**src/rtl/uart_rx_oversampled_if.sv**
```systemverilog
// Write-side FIFO and status strobes of the oversampling UART receiver.
// The receiver is the master; the downstream FIFO/status consumer is the slave.
interface uart_rx_oversampled_if #(
    parameter int DATA_BITS = 8
);
    logic [DATA_BITS-1:0] data_o;
    logic                 wr_en_o;
    logic                 fifo_full_i;
    logic                 frame_err_o;
    logic                 parity_err_o;
    logic                 overrun_o;
    logic                 busy_o;

    modport master (
        input  fifo_full_i,
        output data_o, wr_en_o, frame_err_o, parity_err_o, overrun_o, busy_o
    );

    modport slave (
        output fifo_full_i,
        input  data_o, wr_en_o, frame_err_o, parity_err_o, overrun_o, busy_o
    );
endinterface

```
**src/rtl/uart_rx_oversampled.sv**
```systemverilog
// Oversampling UART receiver with majority-vote sampling, false-start rejection
// and frame/parity/overrun reporting; good words are written to a FIFO.
module uart_rx_oversampled #(
    parameter int CLK_FREQ   = 18_432_000,
    parameter int BAUD       = 115_200,
    parameter int OVERSAMPLE = 16,
    parameter int DATA_BITS  = 8,
    parameter int PARITY_EN  = 0,
    parameter int PARITY_ODD = 0
) (
    input  logic                  clk,
    input  logic                  rst,
    input  logic                  rx_i,
    uart_rx_oversampled_if.master fifo
);

    localparam int DIV  = CLK_FREQ / (BAUD * OVERSAMPLE);
    localparam int M    = OVERSAMPLE / 2;
    localparam int TC_W = (DIV > 1) ? $clog2(DIV) : 1;
    localparam int SC_W = $clog2(OVERSAMPLE);
    localparam int BC_W = (DATA_BITS > 1) ? $clog2(DATA_BITS) : 1;

    generate
        if (DIV < 1 || OVERSAMPLE < 4 || (OVERSAMPLE % 2) != 0) begin : g_param_check
            $error("uart_rx_oversampled: need DIV >= 1 and an even OVERSAMPLE >= 4");
        end
    endgenerate

    typedef enum logic [2:0] {
        IDLE, START, DATA, PARITY, STOP, WAIT_HIGH
    } state_t;

    state_t               state;
    logic                 rx_meta_p0;
    logic                 rxs;
    logic                 rxs_prev;
    logic [TC_W-1:0]      tc;
    logic [SC_W-1:0]      sc;
    logic [BC_W-1:0]      bc;
    logic                 s0;
    logic                 s1;
    logic                 par_err;
    logic [DATA_BITS-1:0] shreg;

    logic tick;
    logic start_edge;
    logic vote;
    logic at_vote;
    logic bit_end;

    // Synchronizer flops reset high so the idle line shows no edge after reset
    always_ff @(posedge clk or posedge rst) begin
        if (rst) begin
            rx_meta_p0 <= 1'b1;
            rxs        <= 1'b1;
            rxs_prev   <= 1'b1;
        end else begin
            rx_meta_p0 <= rx_i;
            rxs        <= rx_meta_p0;
            rxs_prev   <= rxs;
        end
    end

    assign tick       = (tc == TC_W'(DIV - 1));
    assign start_edge = (state == IDLE) && rxs_prev && !rxs;
    assign vote       = (s0 & s1) | (s0 & rxs) | (s1 & rxs);
    assign at_vote    = tick && (sc == SC_W'(M + 1));
    assign bit_end    = tick && (sc == SC_W'(OVERSAMPLE - 1));

    // Tick phase is realigned to the start edge so sampling stays centred
    always_ff @(posedge clk or posedge rst) begin
        if (rst) begin
            tc <= '0;
        end else if (start_edge || tick) begin
            tc <= '0;
        end else begin
            tc <= tc + 1'b1;
        end
    end

    always_ff @(posedge clk) begin
        if (state == DATA && at_vote) begin
            shreg <= {vote, shreg[DATA_BITS-1:1]};
        end
    end

    always_ff @(posedge clk or posedge rst) begin
        if (rst) begin
            state             <= IDLE;
            sc                <= '0;
            bc                <= '0;
            s0                <= 1'b0;
            s1                <= 1'b0;
            par_err           <= 1'b0;
            fifo.data_o       <= '0;
            fifo.wr_en_o      <= 1'b0;
            fifo.frame_err_o  <= 1'b0;
            fifo.parity_err_o <= 1'b0;
            fifo.overrun_o    <= 1'b0;
            fifo.busy_o       <= 1'b0;
        end else begin
            fifo.wr_en_o      <= 1'b0;
            fifo.frame_err_o  <= 1'b0;
            fifo.parity_err_o <= 1'b0;
            fifo.overrun_o    <= 1'b0;

            if (state != IDLE && tick) begin
                sc <= (sc == SC_W'(OVERSAMPLE - 1)) ? '0 : sc + 1'b1;
                if (sc == SC_W'(M - 1)) s0 <= rxs;
                if (sc == SC_W'(M))     s1 <= rxs;
            end

            case (state)
                IDLE: begin
                    if (start_edge) begin
                        state       <= START;
                        sc          <= '0;
                        bc          <= '0;
                        par_err     <= 1'b0;
                        fifo.busy_o <= 1'b1;
                    end
                end
                START: begin
                    if (at_vote && vote) begin
                        state       <= IDLE;
                        fifo.busy_o <= 1'b0;
                    end else if (bit_end) begin
                        state <= DATA;
                    end
                end
                DATA: begin
                    if (bit_end) begin
                        if (bc == BC_W'(DATA_BITS - 1)) begin
                            bc    <= '0;
                            state <= (PARITY_EN != 0) ? PARITY : STOP;
                        end else begin
                            bc <= bc + 1'b1;
                        end
                    end
                end
                PARITY: begin
                    if (at_vote) begin
                        par_err <= vote ^ (^shreg) ^ (PARITY_ODD != 0);
                    end
                    if (bit_end) begin
                        state <= STOP;
                    end
                end
                // Leave mid stop bit so a back-to-back start edge is not missed
                STOP: begin
                    if (at_vote) begin
                        if (!vote) begin
                            fifo.frame_err_o <= 1'b1;
                            state            <= WAIT_HIGH;
                        end else begin
                            state       <= IDLE;
                            fifo.busy_o <= 1'b0;
                            if (par_err) begin
                                fifo.parity_err_o <= 1'b1;
                            end else if (fifo.fifo_full_i) begin
                                fifo.overrun_o <= 1'b1;
                            end else begin
                                fifo.wr_en_o <= 1'b1;
                                fifo.data_o  <= shreg;
                            end
                        end
                    end
                end
                WAIT_HIGH: begin
                    if (rxs) begin
                        state       <= IDLE;
                        fifo.busy_o <= 1'b0;
                    end
                end
                default: begin
                    state       <= IDLE;
                    fifo.busy_o <= 1'b0;
                end
            endcase
        end
    end

endmodule

```
**src/flat_wrapper.sv**
```systemverilog
// flat-port wrapper written by rule: the top's interface ports become plain ports
module uart_rx_oversampled_flat 
#(
    parameter int CLK_FREQ   = 18_432_000,
    parameter int BAUD       = 115_200,
    parameter int OVERSAMPLE = 16,
    parameter int DATA_BITS  = 8,
    parameter int PARITY_EN  = 0,
    parameter int PARITY_ODD = 0
)
  (clk, rst, rx_i, fifo_fifo_full_i, fifo_data_o, fifo_wr_en_o, fifo_frame_err_o, fifo_parity_err_o, fifo_overrun_o, fifo_busy_o);
  uart_rx_oversampled_if #(.DATA_BITS(DATA_BITS)) fifo_i ();
  input  logic clk;
  input  logic rst;
  input  logic rx_i;
  input wire logic [$bits(fifo_i.fifo_full_i)-1:0] fifo_fifo_full_i;
  output wire logic [$bits(fifo_i.data_o)-1:0] fifo_data_o;
  output wire logic [$bits(fifo_i.wr_en_o)-1:0] fifo_wr_en_o;
  output wire logic [$bits(fifo_i.frame_err_o)-1:0] fifo_frame_err_o;
  output wire logic [$bits(fifo_i.parity_err_o)-1:0] fifo_parity_err_o;
  output wire logic [$bits(fifo_i.overrun_o)-1:0] fifo_overrun_o;
  output wire logic [$bits(fifo_i.busy_o)-1:0] fifo_busy_o;
  assign fifo_i.fifo_full_i = fifo_fifo_full_i;
  assign fifo_data_o = fifo_i.data_o;
  assign fifo_wr_en_o = fifo_i.wr_en_o;
  assign fifo_frame_err_o = fifo_i.frame_err_o;
  assign fifo_parity_err_o = fifo_i.parity_err_o;
  assign fifo_overrun_o = fifo_i.overrun_o;
  assign fifo_busy_o = fifo_i.busy_o;
  uart_rx_oversampled #(.CLK_FREQ(CLK_FREQ), .BAUD(BAUD), .OVERSAMPLE(OVERSAMPLE), .DATA_BITS(DATA_BITS), .PARITY_EN(PARITY_EN), .PARITY_ODD(PARITY_ODD)) u_core (.clk(clk), .rst(rst), .rx_i(rx_i), .fifo(fifo_i));
endmodule
```
**config.mk**
```make
export PLATFORM = sky130hd
export DESIGN_NAME = uart_rx_oversampled_flat
export DESIGN_NICKNAME = d
export VERILOG_FILES = /design/src/rtl/uart_rx_oversampled_if.sv /design/src/rtl/uart_rx_oversampled.sv /design/src/flat_wrapper.sv
export SDC_FILE = /design/constraint.sdc
export NUM_CORES = 1
export LEC_CHECK = 0
export ABC_AREA = 1
export CAP_MARGIN = 20
export CORE_ASPECT_RATIO = 0.5
export CORE_MARGIN = 4
export CORE_UTILIZATION = 60
export CTS_CLUSTER_SIZE = 28
export DETAILED_ROUTE_END_ITERATION = 12
export PLACE_DENSITY_LB_ADDON = 0.12
export SKIP_CTS_REPAIR_TIMING = 1
export SLEW_MARGIN = 40
export SYNTH_ARGS = -nofsm -noshare
export SYNTH_HDL_FRONTEND = slang
export SYNTH_SLANG_ARGS = --single-unit
export TNS_END_PERCENT = 10
```
**constraint.sdc**
```tcl
create_clock -name clk -period 3.45 [get_ports clk]
set_input_delay 0.69 -clock clk [delete_from_list [all_inputs] [get_ports clk]]
set_output_delay 0.69 -clock clk [all_outputs]
set_load 0.02 [all_outputs]
```
# Yosys cells after proc, flatten, opt, wreduce, memory -nomap -nowiden
# Index checks and enable logic that the tools add are counted.
[totals] input_bits=4 out_inout_bits=13 wordCells=117 register_bits=41
[op_classes] bitwise_logic=9 addsub=3 eq_ne=21 n_mux=45 reduce_logical=22
[op_table] operator="two-way mux 3 bit" n=12
[op_table] operator="two-way mux 1 bit" n=24
[op_table] operator="two-way mux 4 bit" n=5
[op_table] operator="case mux 3 bit (6 select lines)" n=1
[op_table] operator="== test 4 bit, second input constant" n=4
[op_table] operator="!= test 2 x 1 -> 1 bit, second input constant" n=8
[op_table] operator="== test 3 bit, second input constant" n=3
[op_table] operator="adder 4 x 1 -> 4 bit, second input constant" n=2
[op_table] operator="XOR reduction 8 bit" n=1
[op_table] operator="logical AND 1 bit" n=7
[op_table] operator="AND reduction 7 bit" n=1
[op_table] operator="== test 3 x 2 -> 1 bit, second input constant" n=2
[op_table] operator="case mux 3 bit (2 select lines)" n=1
[op_table] operator="AND reduction 3 bit" n=2
[op_table] operator="AND reduction 6 bit" n=1
[op_table] operator="case mux 1 bit (5 select lines)" n=1
[op_table] operator="AND reduction 5 bit" n=1
[op_table] operator="== test 4 x 3 -> 1 bit, second input constant" n=1
[op_table] operator="AND reduction 2 bit" n=2
[op_table] operator="nonzero test 2 bit" n=2
[op_table] operator="adder 3 x 1 -> 3 bit, second input constant" n=1
[op_table] operator="AND 1 bit" n=3
[op_table] operator="== test 3 x 1 -> 1 bit, second input constant" n=1
[op_table] operator="logical NOT 3 bit" n=1
[op_table] operator="other kinds (10)" n=13

# Logic depth before layout (Yosys ltp)
# Gate-level depths: netlist of the first run.
[logic_depth] depth_word=6 mapped_depth=11 mapped_depth_nobuf=11

# Least setup slack after synthesis of the first run
# OpenSTA, ideal clock, no wires.
[synth_timing] path_type="register to register" startpoint="register u_core.tc[1]" endpoint="register u_core.shreg[0] (enable)" setup_ps=370 setup_slack_ps=1825 n_path_buf=0 t_arrival_ps=1255 stages_incl_launch_ff=7 period_less_slack_ps=1625 t_required_ps=3080 path_cell_list="dfrtp_1 > inv_1 > ha_1 > nand2_1 > nor2_2 > nand3_2 > nor2_1"
[synth_via] elab_chain_len=3
[synth_rtl] item="from (decl)" line_no="uart_rx_oversampled.sv:37" text="logic [TC_W-1:0] tc;"
[synth_rtl] item="from (signal assigned)" line_no="uart_rx_oversampled.sv:77" text="tc <= tc + 1'b1;"
[synth_rtl] item="== test 4 bit" line_no="uart_rx_oversampled.sv:64" text="assign tick = (tc == TC_W'(DIV - 1));"
[synth_rtl] item="logical AND 1 bit" line_no="uart_rx_oversampled.sv:67" text="assign at_vote = tick && (sc == SC_W'(M + 1));"
[synth_rtl] item="logical AND 1 bit" line_no="uart_rx_oversampled.sv:82" text="if (state == DATA && at_vote) begin"
[synth_rtl] item="to (signal assigned)" line_no="uart_rx_oversampled.sv:83" text="shreg <= {vote, shreg[DATA_BITS-1:1]};"
[synth_rtl] item="to (decl)" line_no="uart_rx_oversampled.sv:43" text="logic [DATA_BITS-1:0] shreg;"
# Every way passes these cells.
# A chain may end at the register's enable or synchronous reset.

# Final worst setup path of the first run
[layout_timing] startpoint="register u_core.fifo.data_o[7]" endpoint="output fifo_data_o[7]"
[layout_lines] item="from (decl)" line_no="uart_rx_oversampled_if.sv:16" text="output data_o, wr_en_o, frame_err_o, parity_err_o, overrun_o, busy_o"
[layout_lines] item="from (signal assigned)" line_no="uart_rx_oversampled.sv:164" text="fifo.data_o <= shreg;"
[layout_lines] item="to (decl)" line_no="flat_wrapper.sv:17" text="output wire logic [$bits(fifo_i.data_o)-1:0] fifo_data_o;"
# No word-level cell between the ends.

==> key figures, run 1 <==
STA
  • Highest Clock Rate: 511 MHz
  • Relative slew slack: 0.599
  • Worst slew pin tran: 0.599 ns
  • # setup viols final: 0
  • Count of pins over their slew limit: 0
  • Tcrit/Tclk final: 0.567
  • Fin. Hold Viols: 0
  • Clock Skew: 0.0109 ns
  • Setup TNS Final: 0 ns
  • Minimum clock period: 1.96 ns
  • RSZ-0062 raised after global routing: no
  • Worst hold slack: 0.357 ns

Placed design
  • Hpwl dp: 2680 um
  • Port bufs: 16
  • Global placer's final weighted congestion: 0.874
  • Cell total after placement: 304

Power and ir drop
  • Leak: 0.00118 uW
  • Max IR drop VDD: 400 uV
  • PD cells: 588 mW/mm2

Global routing
  • Vias in the first global route: 1451
  • Met1 global-route usage: 0.213
  • Gr busiest metal: met2
  • Largest net degree at the start of global routing: 34
  • Congestion Overflow GR: 0
  • Met2 Use GR: 0.308
  • Global-route wire length before repair: 6330 um
  • Initial antenna violation count: 0
  • GR Util All Layers: 0.178
  • Met3 GRT Util: 0.0547

CTS
  • Clock-pin transition on the worst setup and hold timing paths: 0.09 ns
  • Clock Latency Late Sink: 0.30 ns
  • H-Tree Level Count: 2
  • # clock sinks: 41
  • Number of buffers created by CTS: 5
  • CTS tree: done
  • Clock Tree Root: clkbuf_8
  • Maximum clock path buffer count: 2

Outcome
  • Status: finished, final reports clean

Synthesis
  • Mapped Avg Cell Area: 8.67 um2
  • Post-Syn Instances: 241
  • Synthesized cell area: 0.00209 mm2
  • Netlist cell types: 28
  • Sequential area share after synthesis: 0.512
  • Ys Warns: 0
  • Syn nets: 252
  • Number of synthesized register bits: 41

Critical path
  • Critical-path cell list: clkdlybuf4s50_1
  • Worst EP required: 2.76 ns
  • Top delay family on crit path: buffers and inverters
  • CP bufs+invs: 1
  • Worst EP arrival: 1.27 ns
  • Kind of critical path: reg -> out
  • Critical path peak fanout: 2
  • Max incr delay on CP: 0.61 ns
  • CP startpoint kind: register
  • Critical Path End Type: primary output
  • Slowest CP cell: clkdlybuf4s50_1

Route
  • WL final: 3690 um
  • Drt initial violations: 78
  • DRC: 0
  • DRT Pass-1 Iters: 4
  • Via count: 1580
  • Via-per-instance ratio: 5.06
  • Routed length per instance: 11.8 um
  • Post-route ant nets: 0

Die
  • Height of the chip: 49.7 um
  • Core ar.: 0.00317 mm2
  • # rows: 14
  • Starting Density: 0.659
  • I/O pin cnt: 17
  • Die span in x: 91.5 um
  • Die Footprint: 0.00455 mm2

Flow run
  • MaxCap Viol Count: 0

Finish
  • Commonest non-fill, non-tap cell in the layout: nand2_1
  • Area Overhead vs Synth: 16.6%
  • Finished Core Util: 0.768
  • Layout cells sized above 1: 0.163
  • Most frequent cells in the layout: nand2_1 (71), inv_1 (31), dfrtp_1 (30)
  • Nets: 274
  • Ant. Diodes: 0
  • Fin cells: 312

Min path
  • Worst hold path type: reg -> reg
-- registers in the layout (all words and copies together) (netlist names), 3 cells and up --
| name | flops |
|---|---|
| u_core.state | 3 |
| u_core.fifo.data_o | 8 |
| u_core.bc | 3 |
| u_core.tc | 4 |
| u_core.sc | 4 |
| u_core.shreg | 8 |
-- cell usage after synthesis, drive strengths merged --
cell    instances  area share
nand3          15       0.043
buf             2      0.0090
dfstp           3       0.038
a21oi           6       0.020
edfxtp          8        0.11
nor2           24       0.051
nand4           3       0.016
o21ai          17       0.057
nor4            2      0.0060
a31oi           1      0.0030
dfrtp          30        0.36
xor2            2      0.0084
inv            39       0.070
nor3            3      0.0072
ha              7       0.042
nand2          75        0.14
xnor2           2      0.0084
nand3b          2      0.0072
-- metal layers --
layer,part of all wire,vias up,wire (um)
met5,0,-,0
met4,0.011,0,42
met3,0.044,7,164
met2,0.48,37,1780
met1,0.46,736,1700
li1,-,800,-
-- layout make-up --
type | instances | area (um2)
Timing Repair Buffer | 17 | 168
Fill cell | 227 | 734
Inverter | 39 | 146
Sequential cell | 41 | 1070
Clock buffer | 5 | 68.8
Clock inverter | 3 | 68.8
Multi-Input combinational cell | 159 | 855
Tap cell | 48 | 60.1
-- worst paths after layout --
| path | from | to | slack, ns | cells after the start |
|---|---|---|---|---|
| hold / removal | u_core.rx_meta_p0 | u_core.rxs | 0.36 | 0 |
| setup / recovery | u_core.fifo.data_o[7] | fifo_data_o[7] | 1.49 | 1 |
| setup reg to reg | u_core.tc[1] | u_core.shreg[0] | 1.67 | 6 |
| hold reg to reg | u_core.rx_meta_p0 | u_core.rxs | 0.36 | 0 |
| min in group asynchronous | rst | u_core.fifo.data_o[4] | 0.77 | 3 |
| max in group asynchronous | rst | u_core.rxs_prev | 2.34 | 3 |
-- stage by stage --
step | instance area, um2 | worst slack [ns] | total power (uW)
after floorplan | 2090 | 1.82 | 897
after global placement | 2300 | 1.64 | 958
after detailed placement | 2300 | 1.61 | 973
after CTS | 2440 | 1.49 | 1440
after global routing | 2440 | 1.45 | 1520
final | 2440 | 1.49 | 1430
-- where the power goes --
group / total [uW] / internal (uW) / switching, uW
logic: 348 / 128 / 220
clock network: 464 / 291 / 173
registers: 619 / 554 / 64.9
total: 1430 / 974 / 457
-- cell families (layout without fill, tap and decap cells) --
kind of cell / count (synthesis) / count (layout) / synth area share
AND/OR/NAND/NOR: 124 / 124 / 0.271
flip-flops: 41 / 41 / 0.512
buffers and inverters: 41 / 64 / 0.0790
AO/OA/AOI/OAI: 24 / 24 / 0.0796
XOR/XNOR: 4 / 4 / 0.0168
adder cells (fa/ha/maj): 7 / 7 / 0.0419
No activity file was read; power rests on OpenSTA's default activity.
==> inputs of run 2 (changes only) <==
- CORE_UTILIZATION: 60 -> 52
- clock period: 3.45 -> 1.7 ns (I/O delays scaled with it)
==> run 2 against run 1 <==
Sequential cell count unchanged. Global-route usage shrank 1.4 points. Design area grew 0.72%. First-iteration DRC count up 3.8%. Sequential share of layout area is 0.31 points lower. Final cell count is 1.6% higher. Combinational power up 100%.
==> key figures, run 2 (synthesized netlist as in run 1, its figures left out) <==
Outcome
  • Status: finished, final reports clean

Critical path
  • Worst EP arrival: 1.26 ns
  • Worst EP required: 1.36 ns
  • Critical path peak fanout: 2
  • Slowest CP cell: clkdlybuf4s50_1
  • FF-to-FF Start: u_core.tc[1]
  • Critical Path End Type: primary output
  • Kind of critical path: reg -> out
  • CP bufs+invs: 1
  • CP startpoint kind: register
  • End point of the critical path: fifo_data_o[4]
  • R2R cell count: 11
  • FF-to-FF setup slack: 0.13 ns
  • Critical R2R Capture: u_core.state[1]
  • Crit path depth: 1
  • Critical-path cell list: clkdlybuf4s50_1
  • Max incr delay on CP: 0.61 ns
  • Crit path launch: u_core.fifo.data_o[4]
  • Top delay family on crit path: buffers and inverters

Finish
  • Ant. Diodes: 0
  • Most frequent cells in the layout: nand2_1 (70), inv_1 (31), dfrtp_1 (30)
  • Commonest non-fill, non-tap cell in the layout: nand2_1
  • Layout cells sized above 1: 0.169
  • Final instance area: 0.00245 mm2
  • Fin cells: 317
  • Finished Core Util: 0.674
  • Nets: 276
  • Top flop regs: u_core.fifo.data_o: 8 flops, u_core.shreg: 8 flops
  • Area Overhead vs Synth: 17.4%
  • Layout fillers: 290

Placed design
  • Cell total after placement: 308
  • DP Area: 0.00232 mm2
  • Global placer's final weighted congestion: 0.916
  • Port bufs: 16
  • Hpwl dp: 2640 um

Die
  • Die span in x: 97.6 um
  • Starting Density: 0.574
  • # rows: 15
  • Core ar.: 0.00364 mm2
  • I/O pin cnt: 17
  • Height of the chip: 52.8 um
  • Die Footprint: 0.00516 mm2

Global routing
  • Congestion Overflow GR: 0
  • Global-route wire length before repair: 6540 um
  • Vias in the first global route: 1528
  • Largest net degree at the start of global routing: 34
  • Initial antenna violation count: 0
  • GR Util All Layers: 0.164

STA
  • Minimum clock period: 1.60 ns
  • Clock Skew: 0.00619 ns
  • RSZ-0062 raised after global routing: yes
  • Fin. Hold Viols: 0
  • Relative slew slack: 0.818
  • Tcrit/Tclk final: 0.940
  • Worst slew pin tran: 0.273 ns
  • # setup viols final: 0
  • Count of pins over their slew limit: 0
  • Setup TNS Final: 0 ns
  • Highest Clock Rate: 626 MHz

CTS
  • Maximum clock path buffer count: 2
  • # clock sinks: 41
  • Clock-pin transition on the worst setup and hold timing paths: 0.08 ns
  • H-Tree Level Count: 2
  • Clock Tree Root: clkbuf_8
  • CTS tree: done
  • Number of buffers created by CTS: 5
  • Clock Latency Late Sink: 0.29 ns

Power and ir drop
  • Max IR drop VDD: 791 uV
  • Leak: 0.00118 uW
  • PD cells: 1110 mW/mm2

Route
  • DRT Pass-1 Iters: 4
  • Via count: 1578
  • Drt initial violations: 81
  • Routed length per instance: 11.5 um
  • DRC: 0
  • Post-route ant nets: 0
  • WL final: 3640 um
  • Via-per-instance ratio: 4.98

Min path
  • Worst hold path type: reg -> reg
  • Hold Path Origin: u_core.rx_meta_p0
  • Hold depth: 0

Flow run
  • MaxCap Viol Count: 0
run 2: stage by stage:
stage / worst slack, ns / power, uW / hold WS, ns
finish: 0.103 / 2730 / 0.359
global route: -0.0371 / 2920 / 0.364
CTS: 0.0145 / 2750 / 0.361
detailed placement: 0.0296 / 1980 / 0.351
global placement: 0.110 / 1950 / 0.346
floorplan: 0.0745 / 1820 / 0.344
run 2: worst min path at each step:
stage | end | slack, ns
floorplan | u_core.rx_meta_p0 | 0.34
global placement | u_core.rxs | 0.35
detailed placement | u_core.rxs | 0.35
CTS | u_core.rxs | 0.36
global route | u_core.rxs | 0.36
finish | u_core.rxs | 0.36
run 2: per-layer routing:
layer / global-route usage / vias to the layer above / wire, um
met4: 0.0621 / 0 / 49
met1: 0.178 / 737 / 1660
li1: - / 806 / -
met2: 0.312 / 28 / 1760
met5: 0 / - / 0
met3: 0.0478 / 7 / 163
run 2: cell type report:
| type | instances | area, um2 | area share |
|---|---|---|---|
| Sequential cell | 41 | 1070 | 0.436 |
| Multi-Input combinational cell | 159 | 860 | 0.350 |
| Timing Repair Buffer | 19 | 208 | 0.0847 |
| Inverter | 39 | 146 | 0.0597 |
| Clock buffer | 6 | 72.6 | 0.0296 |
| Tap cell | 51 | 63.8 | 0.0260 |
| Clock inverter | 2 | 33.8 | 0.0138 |
run 2: power by group:
part           internal [uW]  total (uW)  leakage [uW]  switching [uW]
sequential              1130        1260      0.000501             136
clock                    433         758     0.0000528             325
combinational            267         709      0.000631             441
total                   1830        2730       0.00118             902
==> RTL change 1: new RTL, flow settings as in run 2 <==
Make the reset (`rst`) synchronous in 3 clocked blocks.
--- a/src/rtl/uart_rx_oversampled.sv
+++ b/src/rtl/uart_rx_oversampled.sv
@@ -49,7 +49,7 @@
     logic bit_end;
 
     // Synchronizer flops reset high so the idle line shows no edge after reset
-    always_ff @(posedge clk or posedge rst) begin
+    always_ff @(posedge clk) begin
         if (rst) begin
             rx_meta_p0 <= 1'b1;
             rxs        <= 1'b1;
@@ -68,7 +68,7 @@
     assign bit_end    = tick && (sc == SC_W'(OVERSAMPLE - 1));
 
     // Tick phase is realigned to the start edge so sampling stays centred
-    always_ff @(posedge clk or posedge rst) begin
+    always_ff @(posedge clk) begin
         if (rst) begin
             tc <= '0;
         end else if (start_edge || tick) begin
@@ -84,7 +84,7 @@
         end
     end
 
-    always_ff @(posedge clk or posedge rst) begin
+    always_ff @(posedge clk) begin
         if (rst) begin
             state             <= IDLE;
             sc                <= '0;
Formal check against the unedited RTL: differs if rst is asserted again (counterexample within 4 cycles, from zero or initial values and one cycle with rst high); with rst held inactive, the same outputs for 10 cycles.
==> RTL change 1 against run 2 <==
Sequential share of layout area decreased by 4.5 points. First-iteration DRC count decreased by 30%. Setup slack improved by 0.016 ns. Global-route usage increased by 0.65 points. Final area decreased by 6.2%. Die area decreased by 6.3%. Sequential cell count unchanged. Clock power increased by 8.3%. Total power decreased by 7.0%. Area after synthesis decreased by 7.1%. Routed wire length increased by 2.8%. Via count decreased by 4.9%. Maximum frequency increased by 1.0%.
==> RTL change 1: results (changes against run 2) <==
- Worst-path clk slew: 0.08 ns (about the same)
- Count of flip-flops with a built-in enable after synthesis: 8 (unchanged)
- Area after detailed placement: 2180 um^2 (-6.1%)
- First-pass GRT wire length: 6280 um (-4.0%)
- Antenna violations before repair: 0 (unchanged)
- Post-synth ARST share: 0% (-80 points)
- Net total in the final layout: 267 (-3.3%)
- Fin Clk Skew: 0.00417 ns (-0.00202 ns)
- Number of antenna cells inserted: 0 (unchanged)
- Maximum number of pins on one net before global-route repair: 16 (-53%)
- Cell family with most CP delay: buffers and inverters
- CTS HTree Levels: 2 (unchanged)
- Port-buffer cells: 16 (unchanged)
- Sequential area share after synthesis: 46.4% (-4.8 points)
- Registers with the most flip-flops: u_core.fifo.data_o: 8 flops, u_core.shreg: 8 flops
- Slowest stage cell on the critical path: clkdlybuf4s50_1
- Vias in the first global route: 1416 (-7.3%)
- Worst ir drop on vdd: 0.526 mV (-33%)
- Worst-Margin Slew: 0.431 ns (+0.158 ns)
- Detailed placer's ending HPWL: 2790 um (+5.8%)
- Number of placed instances, taps included: 300 (-2.6%)
- Gp weighted congestion: 0.830 (-9.4%)
- Top flip-flop cell by instance count after synthesis: dfxtp_1
- Iter 0 DRT Violations: 57 (-30%)
- Via Count: 1500 (-4.9%)
- Yosys warns: 0 (unchanged)
- Leakage dissipation: 0.967 nW (-18%)
- Cell count after synthesis: 232 (-3.7%)
- Routed len/inst: 12.1 um (+5.8%)
- Status: completed
- Unique masters post-synth: 29 (+3.6%)
- Most common library cells after synthesis: nor2_1 (39), nand2_1 (36), dfxtp_1 (33), inv_1 (24)
- TritonCTS Buffers: 5 (unchanged)
- Post-route insts no fill: 308 (-2.8%)
- Post-synth net total: 243 (-3.6%)
- CP max stage delay: 0.61 ns (about the same)
- Maximum fanout along the worst path: 2 (unchanged)
- Share of cells above drive strength 1: 17.5% (+0.59 points)
- Overall global routing resource usage: 17.0% (+0.65 points)
- Crit path arrival time: 1.24 ns (-0.02 ns)
- Cell types occupying the most area after synthesis: dfxtp_1 (34%), edfxtp_1 (12%), nor2_1 (7.5%), nand2_1 (7.0%), inv_1 (4.6%)
- Clk buf depth: 2 (unchanged)
- Final-layout fill cell count: 304 (+4.8%)
-- RTL change 1: cell count changes after synthesis, sizes merged, moves of 2 or more --
cell   delta
dfstp     -3
nand2    -33
nor4      -2
inv       -9
a21oi     +9
xor2      +2
or2       +2
dfxtp    +33
nand4     -3
nor2     +22
o21ai     -2
dfrtp    -30
xnor2     +2
-- RTL change 1: path summary, 6_finish.rpt --
kind                                                    startpoint                                  to  slack (ns)  cells past startpoint
worst min-delay path                  u_core.rx_meta_p0$_SDFF_PP1_               u_core.rxs$_SDFF_PP1_        0.43                      1
worst max register to register             u_core.tc[0]$_SDFF_PP0_  u_core.fifo.data_o[5]$_SDFFE_PP0P_        0.12                      8
worst min register to register        u_core.rx_meta_p0$_SDFF_PP1_               u_core.rxs$_SDFF_PP1_        0.43                      1
worst max-delay path            u_core.fifo.data_o[5]$_SDFFE_PP0P_                      fifo_data_o[5]        0.12                      1
-- RTL change 1: routing by layer --
metal  wire [um]  global-route usage (%)  vias up  part of all wire (%)
met1        1850                    21.1      675                    49
met2        1650                    28.2       34                    44
li1            -                       -      785                     -
met3         205                    5.44        6                   5.5
met5           0                       0        -                     0
met4          38                    6.00        0                   1.0
-- RTL change 1: stage by stage --
| step | util [%] | setup WS [ns] | hold slack (ns) |
|---|---|---|---|
| floorplan | - | 0.193 | 0.389 |
| global placement | 62.1 | 0.109 | 0.405 |
| detailed placement | 62.1 | 0.0870 | 0.408 |
| CTS | 65.5 | 0.0958 | 0.429 |
| global route | 65.6 | 0.00725 | 0.448 |
| finish | 65.6 | 0.118 | 0.429 |
-- RTL change 1: layout make-up --
| type | instances | area [um^2] | share of cell area (%) |
|---|---|---|---|
| clock buffers | 6 | 82.6 | 3.59 |
| clock inverters | 2 | 37.5 | 1.63 |
| inverters | 30 | 113 | 4.89 |
| multi-input cells | 158 | 915 | 39.7 |
| flip-flops and latches | 41 | 901 | 39.1 |
| well taps | 51 | 63.8 | 2.77 |
| repair buffers | 20 | 190 | 8.26 |
-- RTL change 1: cells by family (layout without fill, tap and decap cells) --
family	Yosys count	in the layout	share of synthesized area [%]
buf+inv	33	58	6.83
simple gates	112	112	29.7
fa+ha+maj	7	7	4.51
xor+xnor	8	8	3.61
compound gates	31	31	8.96
flops	41	41	46.4
-- RTL change 1: power breakdown --
part	switching (mW)	total [mW]	internal (mW)	leakage [nW]
Clock	0.343	0.821	0.477	0.0574
Sequential	0.0630	1.10	1.03	0.350
Combinational	0.403	0.619	0.216	0.559
==> RTL change 2: new RTL, flow settings as in run 2 <==
Without the edit above. `CLK_FREQ` is set to 18_432_000 in 2 places; all go to 73_728_000.
--- a/src/rtl/uart_rx_oversampled.sv
+++ b/src/rtl/uart_rx_oversampled.sv
@@ -1,7 +1,7 @@
 // Oversampling UART receiver with majority-vote sampling, false-start rejection
 // and frame/parity/overrun reporting; good words are written to a FIFO.
 module uart_rx_oversampled #(
-    parameter int CLK_FREQ   = 18_432_000,
+    parameter int CLK_FREQ   = 73_728_000,
     parameter int BAUD       = 115_200,
     parameter int OVERSAMPLE = 16,
     parameter int DATA_BITS  = 8,
--- a/src/flat_wrapper.sv
+++ b/src/flat_wrapper.sv
@@ -1,7 +1,7 @@
 // flat-port wrapper written by rule: the top's interface ports become plain ports
 module uart_rx_oversampled_flat 
 #(
-    parameter int CLK_FREQ   = 18_432_000,
+    parameter int CLK_FREQ   = 73_728_000,
     parameter int BAUD       = 115_200,
     parameter int OVERSAMPLE = 16,
     parameter int DATA_BITS  = 8,
Check against the original RTL: no difference found for any inputs over 10 cycles, from zero or initial values and one cycle with rst high; that may be too few to reach the edited logic, so the function may still have changed.
==> RTL change 2 against run 2 <==
Area after synthesis up 2.9%. Register-to-register slack about the same. Critical endpoint is now fifo_data_o[7]. Setup slack better by 0.0049 ns. Total power up 14%. Critical path depth unchanged. Final area up 7.6%. First-iteration DRC count up 12%. Sequential cell count up 2. Non-clock buffer count up 7. Routed wire length up 4.8%. Clock power up 22%.
==> RTL change 2: results (changes against run 2) <==
- Status: completed
- Post-synth net total: 262 (+4.0%)
- Clock latency at the later pin of the worst-skew pair: 0.29 ns (about the same)
- Initial DRT Pass Iterations: 4 (unchanged)
- Vias in the first global route: 1603 (+4.9%)
- Number of placed instances, taps included: 329 (+6.8%)
- Net total in the final layout: 294 (+6.5%)
- CTS Root Cell: clkbuf_8
- First-pass GRT wire length: 6640 um (+1.6%)
- R2r worst-path depth: 7 (-4)
- Detailed placer's ending HPWL: 2750 um (+4.3%)
- Leakage dissipation: 1.31 nW (+11%)
- Gp weighted congestion: 0.901 (-1.6%)
- Antenna violations before repair: 0 (unchanged)
- Iter 0 DRT Violations: 91 (+12%)
- Sequential area share after synthesis: 52.1% (+0.90 points)
- Worst-Margin Slew: 0.315 ns (+0.0417 ns)
- Slowest stage cell on the critical path: clkdlybuf4s50_1
- Most common library cells after synthesis: nand2_1 (84), inv_1 (35), dfrtp_1 (32), nor2_1 (22), nand3_1 (13)
- CTS HTree Levels: 2 (unchanged)
- Top flip-flop cell by instance count after synthesis: dfrtp_1
- Overall global routing resource usage: 16.0% (-0.36 points)
- Post-route insts no fill: 339 (+6.9%)
- Count of flip-flops with a built-in enable after synthesis: 8 (unchanged)
- Final-layout fill cell count: 331 (+14%)
- Multiplexer fraction of the synthesized cell area: 0% (unchanged)
- Maximum number of pins on one net before global-route repair: 36 (+5.9%)
- Registers with the most flip-flops: u_core.fifo.data_o: 8 flops, u_core.shreg: 8 flops, u_core.tc: 6 flops
- Fin Clk Skew: 0.00602 ns (-0.000173 ns)
- Area after detailed placement: 2450 um^2 (+5.5%)
- Maximum fanout along the worst path: 2 (unchanged)
- Cell count after synthesis: 252 (+4.6%)
- Cell types occupying the most area after synthesis: dfrtp_1 (37%), nand2_1 (15%), edfxtp_1 (11%), inv_1 (6.1%), nor2_1 (3.8%)
- Port-buffer cells: 16 (unchanged)
- Area share of fa/ha/maj cells after synthesis: 3.49% (-0.70 points)
- TritonCTS Buffers: 5 (unchanged)
- Synth Area in Compound Gates: 6.29% (-1.7 points)
- Worst-path clk slew: 0.08 ns (about the same)
- Unique masters post-synth: 27 (-3.6%)
- Total length of routed wires: 3810 um (+4.8%)
- Hold Crit Depth: 0 (unchanged)
- Cell family with most CP delay: buffers and inverters
- Yosys warns: 0 (unchanged)
- Number of antenna cells inserted: 0 (unchanged)
- Reg2Reg Setup Slack: 0.13 ns (about the same)
- HP Class: flop to flop
- Share of cells above drive strength 1: 18.9% (+2.0 points)
- Parity-gate share of the synthesized area counting xor and xnor cells: 0.407% (-1.3 points)
- Worst ir drop on vdd: 0.947 mV (+20%)
- Post-synth ARST share: 81.4% (+0.91 points)
- Clk buf depth: 2 (unchanged)
- Post-detailed-route via-to-cell ratio: 4.80 (-3.5%)
- CP max stage delay: 0.60 ns
## RTL change 2: changes by cell type in the layout (fill, tap and decap cells not counted), moves of 4 or more
cell,run 2,this run
nand2_1,70,82
buf_4,1,8
inv_1,31,35
inv_2,8,4
nor2_2,5,1
nor2_4,1,5
## RTL change 2: final timing paths
check,startpoint,to
setup / recovery,u_core.fifo.data_o[7]$_DFFE_PP0P_,fifo_data_o[7]
max in group asynchronous,rst,u_core.rxs$_DFF_PP1_
hold reg to reg,u_core.rx_meta_p0$_DFF_PP1_,u_core.rxs$_DFF_PP1_
hold / removal,u_core.rx_meta_p0$_DFF_PP1_,u_core.rxs$_DFF_PP1_
setup reg to reg,u_core.sc[0]$_DFF_PP0_,u_core.bc[0]$_DFFE_PP0P_
min in group asynchronous,rst,u_core.fifo.parity_err_o$_DFF_PP0_
## RTL change 2: metrics by stage
stage / hold WS [ns] / setup WS (ns)
finish: 0.358 / 0.108
global route: 0.362 / -0.0467
CTS: 0.359 / 0.0110
detailed placement: 0.347 / 0.0162
global placement: 0.347 / 0.114
floorplan: 0.344 / 0.0441
## RTL change 2: kinds of logic (layout without fill, tap and decap cells)
family          Yosys count  after routing
flops                    43             43
buf+inv                  40             73
compound gates           19             19
simple gates            143            143
fa+ha+maj                 6              6
xor+xnor                  1              1
## RTL change 2: per-layer routing
metal,GRT usage [%],routed length (um),vias up
met5,0,0,-
met4,5.90,14,0
met3,4.74,154,2
met2,28.7,1760,22
met1,18.6,1890,747
li1,-,-,857
## RTL change 2: area by class of cell
class	instances	area, um^2	share of cell area, %
tap	54	67.6	2.56
clock buffer	6	72.6	2.75
timing repair buffer	26	260	9.85
multi-input combinational	169	913	34.6
sequential	43	1120	42.4
inverter	39	146	5.54
clock inverter	2	60.1	2.27
## RTL change 2: power by group
| part | switching (mW) | internal, mW | total [mW] |
|---|---|---|---|
| clock | 0.339 | 0.587 | 0.926 |
| combinational | 0.547 | 0.325 | 0.872 |
| sequential | 0.113 | 1.19 | 1.30 |
| total | 0.999 | 2.10 | 3.10 |
